--- src/rtl/binary_div4.sv ---
// ============================================================================
// Module      : binary_div4
// Description : Sequential restoring unsigned divider, one quotient bit per
//               cycle (MSB first), with divide-by-zero flagging.
// Revision    : 1.0 - initial release
// ============================================================================
`default_nettype none

module binary_div4 #(
    parameter int WIDTH = 4
) (
    input  logic             clk,
    input  logic             rst_n,
    input  logic             start,
    input  logic [WIDTH-1:0] dividend,
    input  logic [WIDTH-1:0] divisor,
    output logic [WIDTH-1:0] quotient,
    output logic [WIDTH-1:0] remainder,
    output logic             busy,
    output logic             done,
    output logic             div_by_zero
);

    localparam int CNT_W = $clog2(WIDTH + 1);

    localparam logic [1:0]       c_IDLE = 2'd0;
    localparam logic [1:0]       c_CALC = 2'd1;
    localparam logic [1:0]       c_DONE = 2'd2;
    localparam logic [CNT_W-1:0] c_LAST = CNT_W'(WIDTH - 1);

    logic [1:0]       r_state;
    logic [1:0]       w_state_nxt;
    logic [CNT_W-1:0] r_cnt;
    logic [WIDTH-1:0] r_dvd;
    logic [WIDTH-1:0] r_divisor;
    logic [WIDTH-1:0] r_rem;
    logic [WIDTH-1:0] r_quo;
    logic [WIDTH-1:0] r_quotient;
    logic [WIDTH-1:0] r_remainder;
    logic             r_dbz;

    logic             w_accept;
    logic             w_last;
    logic [WIDTH:0]   w_trial;
    logic [WIDTH:0]   w_diff;
    logic             w_ge;
    logic [WIDTH-1:0] w_rem_nxt;
    logic [WIDTH-1:0] w_quo_nxt;
    logic             w_unused;

    always_comb begin
        w_state_nxt = r_state;
        w_accept    = 1'b0;
        w_last      = 1'b0;
        case (r_state)
            c_IDLE: begin
                if (start) begin
                    w_accept    = 1'b1;
                    w_state_nxt = (divisor == '0) ? c_DONE : c_CALC;
                end
            end
            c_CALC: begin
                if (r_cnt == c_LAST) begin
                    w_last      = 1'b1;
                    w_state_nxt = c_DONE;
                end
            end
            c_DONE:  w_state_nxt = c_IDLE;
            default: w_state_nxt = c_IDLE;
        endcase
    end

    // One restoring step: the difference always fits WIDTH bits when taken.
    assign w_trial   = {r_rem, r_dvd[WIDTH-1]};
    assign w_ge      = (w_trial >= {1'b0, r_divisor});
    assign w_diff    = w_trial - {1'b0, r_divisor};
    assign w_rem_nxt = w_ge ? w_diff[WIDTH-1:0] : w_trial[WIDTH-1:0];
    assign w_quo_nxt = {r_quo[WIDTH-2:0], w_ge};
    assign w_unused  = w_diff[WIDTH];

    always_ff @(posedge clk) begin
        if (!rst_n) begin
            r_state     <= c_IDLE;
            r_cnt       <= '0;
            r_dvd       <= '0;
            r_divisor   <= '0;
            r_rem       <= '0;
            r_quo       <= '0;
            r_quotient  <= '0;
            r_remainder <= '0;
            r_dbz       <= 1'b0;
        end else begin
            r_state <= w_state_nxt;
            if (w_accept) begin
                r_dvd     <= dividend;
                r_divisor <= divisor;
                r_rem     <= '0;
                r_quo     <= '0;
                r_cnt     <= '0;
                r_dbz     <= 1'b0;
                if (divisor == '0) begin
                    r_quotient  <= '1;
                    r_remainder <= dividend;
                    r_dbz       <= 1'b1;
                end
            end else if (r_state == c_CALC) begin
                r_rem <= w_rem_nxt;
                r_quo <= w_quo_nxt;
                r_dvd <= {r_dvd[WIDTH-2:0], 1'b0};
                r_cnt <= r_cnt + 1'b1;
                if (w_last) begin
                    r_quotient  <= w_quo_nxt;
                    r_remainder <= w_rem_nxt;
                end
            end
        end
    end

    assign quotient    = r_quotient;
    assign remainder   = r_remainder;
    assign div_by_zero = r_dbz;
    assign busy        = (r_state == c_CALC);
    assign done        = (r_state == c_DONE);

endmodule

`default_nettype wire

--- config.mk ---
export PLATFORM = sky130hd
export DESIGN_NAME = binary_div4
export DESIGN_NICKNAME = d
export VERILOG_FILES = /design/src/rtl/binary_div4.sv
export SDC_FILE = /design/constraint.sdc
export NUM_CORES = 1
export LEC_CHECK = 0
export CORE_ASPECT_RATIO = 2
export CORE_MARGIN = 1.5
export CORE_UTILIZATION = 47
export DETAILED_ROUTE_END_ITERATION = 6
export PLACE_DENSITY_LB_ADDON = 0.08
export SLEW_MARGIN = 15
export SYNTH_ARGS = -nofsm -noshare
export SYNTH_HDL_FRONTEND = slang
export SYNTH_SLANG_ARGS = --single-unit
--- constraint.sdc ---
create_clock -name clk -period 1.75 [get_ports clk]
set_clock_uncertainty 0.15 [all_clocks]
set_input_delay 0.175 -clock clk [delete_from_list [all_inputs] [get_ports clk]]
set_output_delay 0.175 -clock clk [all_outputs]
set_load 0.01 [all_outputs]
Yosys cells after proc, flatten, opt, wreduce, memory -nomap -nowiden. Index checks and enable logic that the tools add are counted. W data, S select, Z words.

Register bits after elaboration: 29. Input port bits: 11. Output and inout bits: 11. Word-level logic and storage cells: 46.

Add/sub/neg operators: 2. $lt $le $gt $ge: 1. Equality and inequality tests: 6. Mux-type cells: 20. Bitwise gates (word level): 1. Reduce and logical (&&, ||, !) cells: 7.

Operators by type and width (count): $mux W4 (11); $mux W2 (3); $ge A5 B4 Y1 (1); $mux W1 (5); $logic_not A4 Y1 (1); $ne A2 B1 Y1 const B (2); $pmux W2 S2 (1); $reduce_bool A2 Y1 (2); $sub A4 B4 Y4 (1); $add A3 B1 Y3 const B (1); $eq A3 B2 Y1 const B (1); $reduce_and A3 Y1 (1); $eq A2 B1 Y1 const B (1); $eq A2 B2 Y1 const B (1); $logic_not A2 Y1 (1); $ne A2 B2 Y1 const B (1); $reduce_and A2 Y1 (1); $reduce_or A2 Y1 (1); $not A1 Y1 (1).

Longest topological paths before layout.
Depth in word-level cells: 6. Mapped depth: 7. Mapped depth without buffers: 7.

Worst setup path after synthesis. Ideal clock, no wire load.

Path type: register to register. Start: reg r_divisor[2]. End: reg r_remainder[0], in the netlist remainder[0]. Setup time: 92 ps. Data arrival time: 1547 ps. Data required time: 1508 ps. Path slack: -39 ps. Cell stages (with the launch flop): 8. Path buffers: 0. Clock period less this slack: 1789 ps. Path through: dfxtp_1 -> inv_1 -> ha_1 -> or2_0 -> a21boi_2 -> a31oi_4 -> mux2_2 -> o32ai_1.

Word-level cells in the longest chain between the ends: 5.

RTL lines: from (decl) (line 35) `logic [WIDTH-1:0] r_divisor;`; from (signal assigned) (line 96) `r_divisor <= divisor;`; $ge A5 B4 Y1 (line 75) `assign w_ge = (w_trial >= {1'b0, r_divisor});`; $mux W4 (line 77) `assign w_rem_nxt = w_ge ? w_diff[WIDTH-1:0] : w_trial[WIDTH-1:0];`; $mux W4 (line 111) `if (w_last) begin`; $mux W4 (line 106) `end else if (r_state == c_CALC) begin`; $mux W4 (line 94) `if (w_accept) begin`; to (signal assigned) (line 103) `r_remainder <= dividend;`; to (signal assigned) (line 113) `r_remainder <= w_rem_nxt;`; to (decl) (line 39) `logic [WIDTH-1:0] r_remainder;`.

Every way passes these cells. The select of a mux whose other input is x is not followed. A chain may end at the register's enable or synchronous reset.

Worst setup path after layout.
Start: reg r_divisor[2]. End: reg r_remainder[2], in the netlist remainder[2].

Word-level cells in the longest chain between the ends: 5. Elaborated cells on any way between the ends: 6. Classes of those cells: add/sub (1); order compare (1); mux (4).

RTL lines (line): $sub A4 B4 Y4 or $ge A5 B4 Y1 (tied branches) (76, 75); $mux W4 * (77); $mux W4 * (111); $mux W4 * (106); $mux W4 * (94).

Every way passes the cells marked *; elsewhere a longest branch is shown, timed or not. The select of a mux whose other input is x is not followed.

==> metrics.txt <==
die area 3320 µm²; CP top delay family compound AO/OA/AOI/OAI gates; DR DRC count 0; first-pass GRT wire length 5780 µm; via count of the first global-routing pass 1285; Final Hold Fails 0; PD cells 911 nW/µm²; VDD IR max 0.627 mV; DRT antenna net count 0; Place WS -0.232 ns; max incr delay on CP 0.34 ns; Cells after DPL 212; sequential area share after synthesis 41.7%; Initial Util 50.3%; worst path bufs/invs 1; YS warnings 0; vias 1281; Post-synth top flop dfxtp_1; Async SR Flop Fraction 0%; row count 27; status complete, but fails checks; critical path arrival 1.82 ns; Worst setup SP type flip-flop; Die Ht 80.0 µm; Placer Congestion 0.833; CP cell instances inv_2 -> ha_4 -> or2_4 -> a21boi_4 -> a31oi_4 -> mux2i_2 -> o22ai_1; Post-Synthesis Cells 153; final setup vio count 8; #FFs+latches synth 29; maximum capacitance violations 0; highest net fanout along the worst path 4; violated checks negative setup slack; Final #Nets 208; initial antenna violation count 0; Setup CP Type flip-flop to flip-flop; Data required, critical path 1.74 ns; Worst-Margin Slew 0.466 ns; DR pass1 iterations 4; Mapped Area 1390 µm²; Routed WL 3550 µm; Peak Freq 548 MHz; final worst setup slack -0.0758 ns; Rel. slew slack 68.9%; Area Overhead vs Synth 42.6%; CTS Buf Count 5; CTS Root Cell clkbuf_8; Final min period 1.83 ns; gr usage total 22.9%; Post-DP HPWL 2460 µm; Vias/cell 5.82; filler cell count 225; simple-gate area share of the yosys netlist 19.5%; largest family of logic cells by synthesized area compound AO/OA/AOI/OAI gates; Mapped Avg Cell Area 9.11 µm²; Final Util 71.8%; mux cell area share after synthesis 2.33%; Worst Hold Class flip-flop to flip-flop; CTS tree yes; clk sinks 29; Slew Viols, Final 0; routed len/inst 16.1 µm; remaining global-route overflow 0; I/O pins 22; syn nets 171; Synth cell types 44; Lkg Pwr 0.000751 µW; Crit-path slowest cell dfxtp_2; H-tree depth 2; RSZ-0062 raised after global routing yes; clk buf depth 2; Worst setup EP type flip-flop; IO buf count 21; Die W 41.5 µm; power consumption 1810 µW; xor and xnor area share after synthesis 1.26%; worst skew pair latency 0.28 ns; Post-Layout Cell Count 220; CTS clock-pin slew for the worst setup and hold paths 0.07 ns; post-synthesis adder-cell area fraction 6.82%; fraction of layout cells with a size suffix above 1 34.0%; ANT cells 0; Core Area 2770 µm²; Post-synth EDFFs 0; Synth Area in Compound Gates 23.1%; setup TNS -0.325 ns; largest net degree at the start of global routing 14; Final Cycle Share 104%; initial drt markers 29
-- synthesized netlist by cell type (all sizes together) (3+ instances only) --
| library cell | instances | area share (%) |
|---|---|---|
| o22ai | 5 | 2.2 |
| nor2 | 10 | 4.0 |
| inv | 8 | 2.2 |
| nor3 | 3 | 1.1 |
| a21oi | 17 | 6.4 |
| a22oi | 4 | 2.2 |
| o21ai | 3 | 1.3 |
| buf | 6 | 2.7 |
| dfxtp | 29 | 42 |
| o221a | 4 | 3.2 |
| nand3 | 7 | 2.5 |
| nand2 | 23 | 6.6 |
| ha | 6 | 5.4 |
-- sequential cells by signal, summed over array words and instances, names as in the netlist --
register,count
r_quo,3
r_divisor,4
quotient,4
r_dvd,4
r_cnt,3
r_state,2
remainder,4
r_rem,4
div_by_zero,1
-- path summary, 6_finish.rpt --
check	startpoint	endpoint	slack, ns	cells past startpoint
max	r_divisor[2]$_SDFFE_PN0P_	remainder[2]$_SDFFE_PN0P_	-0.08	7
min	r_quo[2]$_SDFFE_PP0P_	r_quo[2]$_SDFFE_PP0P_	0.32	2
max reg2reg	r_divisor[2]$_SDFFE_PN0P_	remainder[2]$_SDFFE_PN0P_	-0.08	7
min reg2reg	r_quo[2]$_SDFFE_PP0P_	r_quo[2]$_SDFFE_PP0P_	0.32	2
-- layout make-up --
cell class / instances / area, µm² / share of cell area (%)
Multi-Input combinational cell: 108 / 877 / 44.1
Sequential cell: 29 / 588 / 29.6
Timing Repair Buffer: 37 / 333 / 16.7
Clock buffer: 6 / 82.6 / 4.15
Clock inverter: 2 / 37.5 / 1.89
Tap cell: 29 / 36.3 / 1.83
Inverter: 9 / 33.8 / 1.70
-- metal layers --
layer,global-route usage (%),share of wire [%]
met1,23.7,37
met2,42.0,56
met3,5.20,3.6
met4,11.0,2.7
met5,0,0
-- report_power, final --
part,internal [µW],switching (µW),total [µW]
sequential,689,23.0,712
combinational,190,186,375
clock,462,261,723
-- cell usage in the layout (no fill, tap or decap), types with 2 or more instances in the layout --
cell type	instances
dfxtp_1	23
a22oi_1	4
a21oi_1	16
nand3_1	7
nor2_1	8
clkdlybuf4s50_1	20
xnor2_1	2
nor3_1	3
o32ai_2	2
inv_2	3
ha_4	4
nor2b_1	2
dfxtp_2	6
buf_4	15
o21ai_2	2
clkbuf_8	6
o221a_2	3
o22ai_1	3
inv_1	5
o22ai_2	2
ha_1	2
nand2_2	3
nand2_1	20
mux2_4	2
-- worst register-to-register path, stage by stage (launching register included) --
cell      delay, ns
dfxtp_2        0.34
inv_2          0.04
ha_4           0.27
or2_4          0.12
a21boi_4       0.06
a31oi_4        0.27
mux2i_2        0.33
o22ai_1        0.11
-- cells by family (layout without fill, tap and decap cells) --
group	after synthesis	count (layout)
AO/OA/AOI/OAI	44	44
XOR/XNOR	2	2
adder cells (fa/ha/maj)	7	7
buffers and inverters	16	54
flip-flops	29	29
multiplexers	3	3
AND/OR/NAND/NOR	52	52
-- stage by stage --
step	cell area (µm²)	hold slack [ns]
finish	1990	0.321
global route	1990	0.338
CTS	1910	0.322
detailed placement	1730	0.309
global placement	1730	0.295
floorplan	1410	0.161
-- repair_timing --
action	CTS	global route
endpoints found under the setup margin	10	11
pin swaps	13	13
cloned	0	0
resized for setup	19	15
hold buffers	0	0
buffers inserted	1	0
Note: power is estimated with default switching activity, not from simulation.
